## src/rtl/mem_access_unit_if.sv

```systemverilog
// Data-memory port of the MEM stage: registered request side driven by the
// access unit, ready/read-data returned by the memory.
interface mem_access_unit_if;
    logic        dmem_req;
    logic        dmem_we;
    logic [31:0] dmem_addr;
    logic [31:0] dmem_wdata;
    logic        dmem_ready;
    logic [31:0] dmem_rdata;

    modport master (
        output dmem_req,
        output dmem_we,
        output dmem_addr,
        output dmem_wdata,
        input  dmem_ready,
        input  dmem_rdata
    );

    modport slave (
        input  dmem_req,
        input  dmem_we,
        input  dmem_addr,
        input  dmem_wdata,
        output dmem_ready,
        output dmem_rdata
    );
endinterface

```

## src/rtl/mem_access_unit.sv

```systemverilog
// MEM-stage controller: turns EX/MEM loads/stores into a req/ready memory
// handshake, stalls the pipeline while busy, and holds the MEM/WB register.
module mem_access_unit #(
    parameter int TIMEOUT_CYCLES = 255
) (
    input  logic                clk,
    input  logic                rst_n,
    input  logic [1:0]          ctrl_wb_in,
    input  logic                mem_write_in,
    input  logic                mem_read_in,
    input  logic [31:0]         alu_result_in,
    input  logic [31:0]         wdata_in,
    input  logic [4:0]          rd_in,
    mem_access_unit_if.master   dmem,
    output logic                stall,
    output logic [1:0]          ctrl_wb_out,
    output logic [31:0]         mem_rdata_out,
    output logic [31:0]         alu_result_out,
    output logic [4:0]          rd_out,
    output logic                misalign_err,
    output logic                bus_err
);
    localparam int CW = $clog2(TIMEOUT_CYCLES + 1);

    typedef enum logic {IDLE, BUSY} state_t;

    state_t        state_reg, state_next;
    logic          req_reg, req_next;
    logic          we_reg, we_next;
    logic [31:0]   addr_reg, addr_next;
    logic [31:0]   wdata_reg, wdata_next;
    logic [1:0]    cap_ctrl_reg, cap_ctrl_next;
    logic [31:0]   cap_alu_reg, cap_alu_next;
    logic [4:0]    cap_rd_reg, cap_rd_next;
    logic [CW-1:0] cnt_reg, cnt_next;
    logic [1:0]    ctrl_out_reg, ctrl_out_next;
    logic [31:0]   rdata_out_reg, rdata_out_next;
    logic [31:0]   alu_out_reg, alu_out_next;
    logic [4:0]    rd_out_reg, rd_out_next;
    logic          mis_reg, mis_next;
    logic          berr_reg, berr_next;
    logic          stall_next;

    logic access;
    logic aligned;

    assign access  = mem_read_in | mem_write_in;
    assign aligned = (alu_result_in[1:0] == 2'b00);

    always_comb begin
        state_next     = state_reg;
        req_next       = req_reg;
        we_next        = we_reg;
        addr_next      = addr_reg;
        wdata_next     = wdata_reg;
        cap_ctrl_next  = cap_ctrl_reg;
        cap_alu_next   = cap_alu_reg;
        cap_rd_next    = cap_rd_reg;
        cnt_next       = cnt_reg;
        ctrl_out_next  = ctrl_out_reg;
        rdata_out_next = rdata_out_reg;
        alu_out_next   = alu_out_reg;
        rd_out_next    = rd_out_reg;
        mis_next       = 1'b0;
        berr_next      = 1'b0;
        stall_next     = 1'b0;

        case (state_reg)
            IDLE: begin
                if (access && aligned) begin
                    // Store wins when both strobes are set.
                    stall_next    = 1'b1;
                    req_next      = 1'b1;
                    we_next       = mem_write_in;
                    addr_next     = alu_result_in;
                    wdata_next    = wdata_in;
                    cap_ctrl_next = ctrl_wb_in;
                    cap_alu_next  = alu_result_in;
                    cap_rd_next   = rd_in;
                    cnt_next      = '0;
                    ctrl_out_next = 2'b00;
                    state_next    = BUSY;
                end else if (access) begin
                    mis_next      = 1'b1;
                    ctrl_out_next = 2'b00;
                    alu_out_next  = alu_result_in;
                    rd_out_next   = rd_in;
                end else begin
                    ctrl_out_next = ctrl_wb_in;
                    alu_out_next  = alu_result_in;
                    rd_out_next   = rd_in;
                end
            end
            BUSY: begin
                stall_next = !dmem.dmem_ready;
                if (dmem.dmem_ready) begin
                    ctrl_out_next = cap_ctrl_reg;
                    alu_out_next  = cap_alu_reg;
                    rd_out_next   = cap_rd_reg;
                    if (!we_reg) begin
                        rdata_out_next = dmem.dmem_rdata;
                    end
                    req_next   = 1'b0;
                    state_next = IDLE;
                end else if (cnt_reg == CW'(TIMEOUT_CYCLES - 1)) begin
                    // Abort: drop the request and retire a bubble.
                    berr_next     = 1'b1;
                    req_next      = 1'b0;
                    ctrl_out_next = 2'b00;
                    state_next    = IDLE;
                end else begin
                    cnt_next      = cnt_reg + CW'(1);
                    ctrl_out_next = 2'b00;
                end
            end
            default: state_next = IDLE;
        endcase
    end

    always_ff @(posedge clk or negedge rst_n) begin
        if (!rst_n) begin
            state_reg     <= IDLE;
            req_reg       <= 1'b0;
            we_reg        <= 1'b0;
            addr_reg      <= '0;
            wdata_reg     <= '0;
            cap_ctrl_reg  <= '0;
            cap_alu_reg   <= '0;
            cap_rd_reg    <= '0;
            cnt_reg       <= '0;
            ctrl_out_reg  <= '0;
            rdata_out_reg <= '0;
            alu_out_reg   <= '0;
            rd_out_reg    <= '0;
            mis_reg       <= 1'b0;
            berr_reg      <= 1'b0;
        end else begin
            state_reg     <= state_next;
            req_reg       <= req_next;
            we_reg        <= we_next;
            addr_reg      <= addr_next;
            wdata_reg     <= wdata_next;
            cap_ctrl_reg  <= cap_ctrl_next;
            cap_alu_reg   <= cap_alu_next;
            cap_rd_reg    <= cap_rd_next;
            cnt_reg       <= cnt_next;
            ctrl_out_reg  <= ctrl_out_next;
            rdata_out_reg <= rdata_out_next;
            alu_out_reg   <= alu_out_next;
            rd_out_reg    <= rd_out_next;
            mis_reg       <= mis_next;
            berr_reg      <= berr_next;
        end
    end

    // Reset puts the FSM in IDLE immediately; mask stall so it reads 0 too.
    assign stall           = stall_next & rst_n;
    assign dmem.dmem_req   = req_reg;
    assign dmem.dmem_we    = we_reg;
    assign dmem.dmem_addr  = addr_reg;
    assign dmem.dmem_wdata = wdata_reg;
    assign ctrl_wb_out     = ctrl_out_reg;
    assign mem_rdata_out   = rdata_out_reg;
    assign alu_result_out  = alu_out_reg;
    assign rd_out          = rd_out_reg;
    assign misalign_err    = mis_reg;
    assign bus_err         = berr_reg;
endmodule
```

## src/flat_wrapper.sv

```systemverilog
// flat-port wrapper written by rule: the top's interface ports become plain ports
module mem_access_unit_flat 
#(
    parameter int TIMEOUT_CYCLES = 255
)
  (clk, rst_n, ctrl_wb_in, mem_write_in, mem_read_in, alu_result_in, wdata_in, rd_in, stall, ctrl_wb_out, mem_rdata_out, alu_result_out, rd_out, misalign_err, bus_err, dmem_dmem_req, dmem_dmem_we, dmem_dmem_addr, dmem_dmem_wdata, dmem_dmem_ready, dmem_dmem_rdata);
  mem_access_unit_if dmem_i ();
  input  logic clk;
  input  logic rst_n;
  input  logic [1:0] ctrl_wb_in;
  input  logic mem_write_in;
  input  logic mem_read_in;
  input  logic [31:0] alu_result_in;
  input  logic [31:0] wdata_in;
  input  logic [4:0] rd_in;
  output logic stall;
  output logic [1:0] ctrl_wb_out;
  output logic [31:0] mem_rdata_out;
  output logic [31:0] alu_result_out;
  output logic [4:0] rd_out;
  output logic misalign_err;
  output logic bus_err;
  output wire logic [$bits(dmem_i.dmem_req)-1:0] dmem_dmem_req;
  output wire logic [$bits(dmem_i.dmem_we)-1:0] dmem_dmem_we;
  output wire logic [$bits(dmem_i.dmem_addr)-1:0] dmem_dmem_addr;
  output wire logic [$bits(dmem_i.dmem_wdata)-1:0] dmem_dmem_wdata;
  input wire logic [$bits(dmem_i.dmem_ready)-1:0] dmem_dmem_ready;
  input wire logic [$bits(dmem_i.dmem_rdata)-1:0] dmem_dmem_rdata;
  assign dmem_dmem_req = dmem_i.dmem_req;
  assign dmem_dmem_we = dmem_i.dmem_we;
  assign dmem_dmem_addr = dmem_i.dmem_addr;
  assign dmem_dmem_wdata = dmem_i.dmem_wdata;
  assign dmem_i.dmem_ready = dmem_dmem_ready;
  assign dmem_i.dmem_rdata = dmem_dmem_rdata;
  mem_access_unit #(.TIMEOUT_CYCLES(TIMEOUT_CYCLES)) u_core (.clk(clk), .rst_n(rst_n), .ctrl_wb_in(ctrl_wb_in), .mem_write_in(mem_write_in), .mem_read_in(mem_read_in), .alu_result_in(alu_result_in), .wdata_in(wdata_in), .rd_in(rd_in), .dmem(dmem_i), .stall(stall), .ctrl_wb_out(ctrl_wb_out), .mem_rdata_out(mem_rdata_out), .alu_result_out(alu_result_out), .rd_out(rd_out), .misalign_err(misalign_err), .bus_err(bus_err));
endmodule
```

## config.mk

```make
export PLATFORM = sky130hd
export DESIGN_NAME = mem_access_unit_flat
export DESIGN_NICKNAME = d
export VERILOG_FILES = /design/src/rtl/mem_access_unit_if.sv /design/src/rtl/mem_access_unit.sv /design/src/flat_wrapper.sv
export SDC_FILE = /design/constraint.sdc
export NUM_CORES = 1
export LEC_CHECK = 0
export BUFFER_PORTS_ARGS = -buffer_cell sky130_fd_sc_hd__buf_4
export CAP_MARGIN = 20
export CORE_MARGIN = 2
export CORE_UTILIZATION = 27
export CTS_CLUSTER_DIAMETER = 30
export DETAILED_ROUTE_END_ITERATION = 10
export GPL_ROUTABILITY_DRIVEN = 0
export PLACE_DENSITY = 0.46
export SLEW_MARGIN = 20
export SYNTH_ARGS = -nofsm -noshare
export SYNTH_HDL_FRONTEND = slang
export SYNTH_SLANG_ARGS = --single-unit
```

## constraint.sdc

```tcl
create_clock -name clk -period 1.7 [get_ports clk]
set_input_delay 0.34 -clock clk [delete_from_list [all_inputs] [get_ports clk]]
set_output_delay 0.34 -clock clk [all_outputs]
set_load 0.01 [all_outputs]
```

After elaboration in Yosys (flattened, before gate mapping)

Cells that the tools add are included.
Widths: inputs -> output; s select.

Flip-flop bits (word level): 155
Input bits: 108
Output and inout bits: 140
Word-level logic and storage cells: 63

Add/subtract/negate cells: 1
Equality and inequality tests: 7
Mux-type cells: 29
Bitwise logic cells: 4
Reductions and logical operators: 8

Operator list:

| kind                | count |
|---|---|
| $mux 32             | 2 |
| $pmux 32 s2         | 1 |
| $mux 8              | 3 |
| $pmux 8 s2          | 1 |
| $mux 1              | 12 |
| $mux 5              | 2 |
| $pmux 5 s2          | 1 |
| $add 8x1->8 const B | 1 |
| $eq 8x8->1 const B  | 1 |
| $ne 2x2->1 const B  | 4 |
| $mux 2              | 3 |
| $pmux 1 s2          | 3 |
| $reduce_and 2->1    | 3 |
| $reduce_and 3->1    | 2 |
| $pmux 2 s2          | 1 |
| $ne 3x3->1 const B  | 1 |
| $logic_not 2->1     | 1 |
| $ne 2x1->1 const B  | 1 |
| $not 1->1           | 2 |
| $and 1x1->1         | 1 |
| $logic_and 1x1->1   | 1 |
| $logic_not 1->1     | 1 |
| $or 1x1->1          | 1 |

Depth between registers and ports, before layout

Gate-level depths: netlist of the first run.

Depth in word-level cells: 5
Depth in mapped cells: 7
Mapped depth without buffers: 5

Worst setup path after synthesis of the first run

Ideal clock, no wire load.

Kind: reg2reg
Start point: reg u_core.state_reg
End point: reg u_core.alu_out_reg[13] (netlist: u_core.alu_result_out[13])
Setup time: 0.125 ns
Data arrival time: 1.415 ns
Data required time: 1.575 ns
Path slack: 0.160 ns
Cell stages (with the launch flop): 7
Path buffers: 3
Period minus slack after synthesis: 1.540 ns
Cell sequence: dfrtp_1 buf_6 and2b_4 a31oi_4 buf_6 buf_12 mux2_4

Word-level cells in the longest chain between the ends: 3
Elaborated cells between the ends (all ways): 5
Classes of those cells: 2 x eq/ne; 1 x mux; 1 x bitwise; 1 x reduce/logical

RTL lines:

| element                           | line                   | text |
|---|---|---|
| from (decl)                       | mem_access_unit.sv:27  | `state_t state_reg, state_next;` |
| from (signal assigned)            | mem_access_unit.sv:138 | `state_reg <= state_next;` |
| $not 1->1 (no source line)        | -                      |  |
| $ne 2x2->1 (no source line)       | -                      |  |
| $reduce_and 2->1 (no source line) | -                      |  |
| to (signal assigned)              | mem_access_unit.sv:149 | `alu_out_reg <= alu_out_next;` |
| to (decl)                         | mem_access_unit.sv:38  | `logic [31:0] alu_out_reg, alu_out_next;` |

Parallel ways exist; a longest one is shown, timed or not.
A chain may end at the register's enable or synchronous reset.

Worst setup path in the final report of the first run

Start point: reg u_core.state_reg
End point: out stall

Word-level cells in the longest chain between the ends: 3

RTL lines:

| element                    | line                   | text |
|---|---|---|
| $not 1->1 (no source line) | -                      |  |
| $pmux 1 s2 *               | mem_access_unit.sv:68  | `case (state_reg)` |
| $and 1x1->1 *              | mem_access_unit.sv:157 | `assign stall = stall_next & rst_n;` |
| to (decl)                  | flat_wrapper.sv:16     | `output logic stall;` |

Every way passes the cells marked *; elsewhere a longest branch is shown, timed or not.

==> results by group, run 1 <==
Outcome
  – Status: complete, but fails checks
  – Failing checks: setup timing

Power
  – Switch share: 31.6%
  – Clk pwr share: 20.4%
  – Final Power: 18700 uW
  – Switching power total: about 6000 uW
  – Int Power: 12800 uW
  – Combinational share of power: 43.9%
  – Static leakage: 0.00466 uW
  – Max VDD drop: 0.746 mV
  – Seq pwr share: between 30% and 40%
  – Power density over the cells: 1900 nW/um^2

Synth
  – Yosys warnings: 0
  – Ys flop type: dfrtp_1
  – Mean post-synth cell area: between 15 and 20 um^2
  – Async S/R FF share, synth: 100%
  – Post-synth EDFFs: 0
  – Post-Syn Nets: ~530
  – Most frequent cells after synthesis: dfrtp_1 (155), mux2_2 (110), mux2_4 (49)
  – Cell taking the most area after synthesis: dfrtp_1
  – Ranking of synthesized cells by area: dfrtp_1 (57%), mux2_2 (18%), mux2_4 (11%), mux2_1 (2.8%), buf_12 (1.5%)
  – Post-synthesis cell area: 6790 um^2
  – Post-Synthesis Cells: ~420
  – Top cell type's share of synthesized area: between 50% and 60%
  – Synthesized flop and latch total: 155
  – Yosys cell types: 39
  – Register area share after synthesis: 57.1%
  – Top-count cell post-synth: dfrtp_1

STA
  – Min Hold Slack: roughly 130 ps
  – Fmax: 0.536 GHz
  – Setup_tns: -1790 ps
  – RSZ-0062 raised after global routing: true
  – Fin. max-slew vios: 0
  – Slew headroom: between 40% and 50%
  – Slack of the critical path: -164 ps
  – Minimum clock period: around 1900 ps
  – Final worst-path cycle share: 110%
  – Worst slew pin tran: around 840 ps
  – Final Setup Violations: 36
  – Clock Skews: 9.77 ps
  – Final hold vios: 0

Detailed routing
  – Avg Vias per Cell: 4.34
  – DRT Wirelength: about 18000 um
  – Metal1 wirelength: between 7000 and 8000 um
  – WL met2: a little over 8000 um
  – DR WL/cell: between 15 and 20 um
  – Residual DRC count: 0
  – Initial drt markers: approximately 280
  – Met3 wire len: 1870 um
  – Vias: 4489
  – Post-route antenna net violation count: 0
  – Highest routed layer: met4
  – Detailed Routing Iterations Pass 1: 4

Worst setup path
  – R2R depth: 7
  – Startpoint types: flop
  – FF-to-FF setup slack: -70 ps
  – CP Max Fanout: 4
  – Critical path capture point type: primary output
  – Worst r2r src: u_core.state_reg$_DFF_PN0_
  – Worst EP required: 1360 ps
  – Critical path data arrival time: around 1500 ps
  – Crit Path Category: flop to primary output
  – R2R Path End: u_core.alu_result_out[11]$_DFFE_PN0P_

Layout
  – Fill count: 2385
  – Layout cells sized above 1: 68.9%
  – P&R area growth vs syn: 45.5%
  – Nets@finish: 802
  – Antenna cells: 0
  – Final std cell area, no fill: 9890 um^2

CTS
  – CTS sink count: 155
  – CTS root buffer: clkbuf_16
  – Worst-path clk slew: 60 ps
  – CTS buffer count: 17
  – Maximum root-to-sink buffer count: 2
  – H-tree depth: 4
  – Clk Latency, worst-skew pair: 420 ps
  – CTS tree: done

Placed design
  – DP Worst Slack: -14.6 ps
  – I/O Buffers: 247
  – Post-place instance area: 9110 um^2
  – DPL Wire Length: 12500 um

Hold path
  – Min-Delay Endpoint: u_core.mem_rdata_out[19]$_DFFE_PN0P_
  – HP Class: input pin to flop
  – Hold Startpoint: dmem_dmem_rdata[19]
  – Cells on Worst Hold Path: 2

Global route
  – GRT Util Overall: a little over an eighth
  – Largest net degree at the start of global routing: 152
  – Vias in the first global route: 4992
  – First-pass GRT wire length: 27900 um
  – Gr ovfl total: 0
  – Initial antenna violation count: 0

Job
  – Maxcap violations: 0

Floorplan
  – DIE AREA: 26400 um^2
  – Core ar.: 25000 um^2
  – Io pins: 248
  – FP Rows: 58
  – Die Wd: 163 um
  – Chip height: 163 um
  – Initial core utilization: between 20% and 30%
==> layout by cell type, fill, tap and decap left out, types with 4 or more instances in the layout <==
cell type	netlist	layout
buf_12	5	12
buf_4	3	261
buf_6	8	4
clkbuf_16	0	17
dfrtp_1	155	154
inv_1	9	9
inv_6	0	4
mux2_1	17	17
mux2_2	110	97
mux2_4	49	62
nand2_1	4	4
o211ai_1	5	5
o311ai_2	5	5
==> how the worst max path moves through the flow <==
stage                               startpoint  cells after the start  slack, ps                               endpoint
global route        u_core.state_reg$_DFF_PN0_                      5       -240                                  stall
CTS                 u_core.state_reg$_DFF_PN0_                      5       -200                                  stall
detailed placement                mem_write_in                      6        -10  u_core.alu_result_out[17]$_DFFE_PN0P_
global placement                  mem_write_in                      6         10  u_core.alu_result_out[16]$_DFFE_PN0P_
finish              u_core.state_reg$_DFF_PN0_                      5       -160                                  stall
floorplan           u_core.state_reg$_DFF_PN0_                      6        160  u_core.alu_result_out[13]$_DFFE_PN0P_
==> power by group through the flow <==
stage               sequential (uW)  combinational (uW)  clock [uW]
floorplan                      7300                3550           0
global placement               6700                7920           0
detailed placement             6730                8000           0
CTS                            6710                8230        3930
global route                   6970                8880        4120
finish                         6690                8230        3820
==> logic make-up (layout without fill, tap and decap cells) <==
family / count (synthesis) / count (layout) / share of synthesized area (%)
flip-flops: 155 / 155 / 57.1
AND/OR/NAND/NOR: 27 / 27 / 2.69
XOR/XNOR: 3 / 3 / 0.387
AO/OA/AOI/OAI: 20 / 20 / 3.22
buffers and inverters: 33 / 321 / 4.36
adder cells (fa/ha/maj): 2 / 2 / 0.368
multiplexers: 176 / 176 / 31.9
==> critical path: stages, from the launching register on <==
cell and delay, ps:
dfrtp_2 450, and2b_4 200, a31oi_4 180, buf_12 140
nor2b_4 30, buf_6 110
==> area by class of cell <==
type	count	area, um^2	share of cell area, %
Timing Repair Buffer	280	2280	23.1
Inverter	10	42.5	0.430
Tap cell	330	413	4.18
Clock inverter	12	140	1.42
Multi-Input combinational cell	228	2680	27.1
Sequential cell	155	3880	39.2
Clock buffer	19	443	4.48
==> layer usage <==
metal	global-route usage (%)	vias to the layer above
met5	0	-
met4	4.22	0
met3	6.21	17
met2	21.7	182
met1	16.7	2244
li1	-	2046
==> what timing repair did <==
item / CTS / global route
hold buffers: 1 / 0
setup endpoints to repair: 1 / 40
gates resized for setup: 16 / 12
buffers inserted: 6 / 4
hold endpoints to repair: 4 / 0
==> through the flow <==
| stage | instances | util [%] |
|---|---|---|
| after detailed placement | 992 | 36.5 |
| after CTS | 1030 | 39.3 |
| after global routing | 1034 | 39.6 |
| final | 1034 | 39.6 |
| after floorplan | 416 | - |
| after global placement | 992 | 36.5 |
Note: power is estimated with default switching activity, not from simulation.
==> run 2: changes to the inputs <==
--- a/config.mk
+++ b/config.mk
@@ -5,6 +5,7 @@
 export SDC_FILE = /design/constraint.sdc
 export NUM_CORES = 1
 export LEC_CHECK = 0
+export ABC_CLOCK_PERIOD_IN_PS = 1700
 export BUFFER_PORTS_ARGS = -buffer_cell sky130_fd_sc_hd__buf_4
 export CAP_MARGIN = 20
 export CORE_MARGIN = 2
@@ -13,6 +14,7 @@
 export DETAILED_ROUTE_END_ITERATION = 10
 export GPL_ROUTABILITY_DRIVEN = 0
 export PLACE_DENSITY = 0.46
+export REMOVE_ABC_BUFFERS = 1
 export SLEW_MARGIN = 20
 export SYNTH_ARGS = -nofsm -noshare
 export SYNTH_HDL_FRONTEND = slang
==> run 2 against run 1 <==
  * Power fell by 2.4%
  * Sequential share of layout area rose by 0.92 points
  * Wire length fell by 4.0%
  * The flow finishes with violations (hold timing, setup timing)
  * Design area fell by 2.3%
  * Largest power group unchanged
==> results by group, run 2 (synthesis results as in run 1) <==
Floorplan
  – Io pins: 248 (unchanged)
  – Initial core utilization: 27.2% (unchanged)
  – Die Wd: 163 um (unchanged)
  – FP Rows: 58 (unchanged)
  – DIE AREA: 26400 um^2 (unchanged)
  – Core ar.: 25000 um^2 (unchanged)
  – Chip height: 163 um (unchanged)

Global route
  – First-pass GRT wire length: 26200 um (was 27900 um)
  – Vias in the first global route: 4783 (was 4992)
  – Largest net degree at the start of global routing: 119 (was 152)
  – Initial antenna violation count: 0 (unchanged)
  – Gr ovfl total: 0 (unchanged)
  – GRT Util Overall: 12.8% (was 13.7%)

STA
  – Final worst-path cycle share: 109% (was 110%)
  – Slack of the critical path: -147 ps (was -164 ps)
  – Minimum clock period: 1850 ps (was 1860 ps)
  – Fmax: 0.541 GHz (was 0.536 GHz)
  – Final hold vios: 15 (was 0)
  – Final Setup Violations: 1 (was 36)
  – Worst slew pin tran: 713 ps (was 845 ps)
  – Min Hold Slack: -29.7 ps (was 132 ps)
  – Fin. max-slew vios: 0 (unchanged)
  – Slew headroom: 52.4% (was 43.7%)
  – RSZ-0062 raised after global routing: true (unchanged)
  – Clock Skews: 9.26 ps (was 9.77 ps)

Worst setup path
  – Startpoint types: flop (unchanged)
  – Most used cell, CP: buf_6
  – Critical path capture point type: primary output (unchanged)
  – Worst EP required: 1360 ps (about the same)
  – Critical path data arrival time: 1510 ps (was 1520 ps)
  – Crit Path Category: flop to primary output (unchanged)
  – Max incr delay on CP: 440 ps (was 450 ps)
  – CP Max Fanout: 3 (was 4)
  – Crit-path cells: and2b_4, a31oi_4, buf_6, nor2b_4, buf_6 (was and2b_4, a31oi_4, buf_12, nor2b_4, buf_6)
  – CP max-delay cell: dfrtp_2 (unchanged)

Placed design
  – DPL Wire Length: 11800 um (was 12500 um)
  – DP Worst Slack: -66.3 ps (was -14.6 ps)
  – I/O Buffers: 247 (unchanged)

CTS
  – H-tree depth: 4 (unchanged)
  – CTS sink count: 155 (unchanged)
  – Maximum root-to-sink buffer count: 2 (unchanged)
  – CTS tree: done (unchanged)
  – Worst-path clk slew: 70 ps (was 60 ps)
  – Clk Latency, worst-skew pair: 420 ps (about the same)
  – Post-CTS Hold Buffers: 0 (was 1)
  – CTS buffer count: 17 (unchanged)
  – CTS root buffer: clkbuf_16 (unchanged)

Layout
  – Most common cell after layout, fill and taps aside: buf_4 (unchanged)
  – Post-Route Utilization: 38.7% (was 39.6%)
  – P&R area growth vs syn: 42.2% (was 45.5%)
  – Antenna cells: 0 (unchanged)
  – Most frequent cells in the layout: buf_4 (258), dfrtp_1 (154), mux2_2 (110) (was buf_4 (261), dfrtp_1 (154), mux2_2 (97))
  – Nets@finish: 791 (was 802)
  – Layout cells sized above 1: 68.5% (was 68.9%)

Hold path
  – HP Class: input pin to asynchronous set/reset pin (was input pin to flop)

Detailed routing
  – Vias: 4420 (was 4489)
  – Initial drt markers: 192 (was 284)
  – Residual DRC count: 0 (unchanged)
  – Detailed Routing Iterations Pass 1: 4 (unchanged)
  – Avg Vias per Cell: 4.32 (was 4.34)
  – DR WL/cell: 16.5 um (was 17.0 um)
  – DRT Wirelength: 16900 um (was 17600 um)
  – Post-route antenna net violation count: 0 (unchanged)

Outcome
  – Failing checks: hold timing, setup timing (was setup timing)
  – Status: complete, but fails checks (unchanged)

Job
  – Maxcap violations: 0 (unchanged)

Power
  – Static leakage: 0.00451 uW (was 0.00466 uW)
  – Max VDD drop: 0.938 mV (was 0.746 mV)
  – Power density over the cells: 1890 nW/um^2 (was 1900 nW/um^2)
  – Final Power: 18300 uW (was 18700 uW)
[run 2: cell count changes in the layout (fill, tap and decap cells not counted), sizes merged]
cell / delta
buf: -10
clkbuf: -1
clkinv: -1
clkinvlp: +1
dlygate4sd3: -1
inv: +1
[run 2: area by class of cell]
class / count / area (um^2)
fillers: 2414 / 15300
well taps: 330 / 413
repair buffers: 269 / 2110
clock buffers: 18 / 439
clock inverters: 13 / 140
multi-input cells: 228 / 2640
flip-flops and latches: 155 / 3880
inverters: 10 / 40.0
[run 2: worst paths after layout]
kind | to | slack [ps] | cells after the start | startpoint
max in group asynchronous | u_core.cap_ctrl_reg[0]$_DFFE_PN0P_ | 1130 | 2 | rst_n
min | u_core.cnt_reg[4]$_DFFE_PN0P_ | -30 | 2 | rst_n
max reg2reg | u_core.alu_result_out[31]$_DFFE_PN0P_ | 60 | 5 | u_core.state_reg$_DFF_PN0_
max | stall | -150 | 5 | u_core.state_reg$_DFF_PN0_
min in group clk | u_core.mem_rdata_out[20]$_DFFE_PN0P_ | 140 | 2 | dmem_dmem_rdata[20]
min reg2reg | u_core.cap_rd_reg[1]$_DFFE_PN0P_ | 490 | 1 | u_core.cap_rd_reg[1]$_DFFE_PN0P_
[run 2: timing repair]
item                                    CTS  global route
hold endpoints to repair                  0             0
resized for setup                         7             1
endpoints found under the setup margin    1             4
setup buffers                             5             0
gates cloned                              0             0
[run 2: metal layers]
layer / up-vias / track usage (%) / share of wire, %
li1: 2026 / - / -
met1: 2210 / 15.5 / 42
met2: 168 / 20.7 / 48
met3: 16 / 4.91 / 9.1
met4: 0 / 4.47 / 1.6
met5: - / 0 / 0
[run 2: where the power goes]
group	switching (uW)	internal, uW
Combinational	3030	4770
Clock	1620	2210
Sequential	1150	5520
Total	5790	12500
[run 2: per-stage QoR]
| step | cells | instance area (um^2) | hold WS (ps) | setup TNS, ps |
|---|---|---|---|---|
| detailed placement | 987 | 9010 | 477 | -731 |
| finish | 1023 | 9660 | -29.7 | -147 |
| global placement | 987 | 9010 | 469 | -412 |
| floorplan | 393 | 6540 | 44.4 | -128470 |
| CTS | 1023 | 9660 | 13.8 | -193 |
| global route | 1023 | 9660 | 29.1 | -220 |
[run 2: critical path, delay by kind of cell, from the launching register on]
kind / cells / cell delay [ps]
flip-flops: 1 / 440
buffers and inverters: 2 / 250
AND/OR/NAND/NOR: 2 / 230
AO/OA/AOI/OAI: 1 / 180
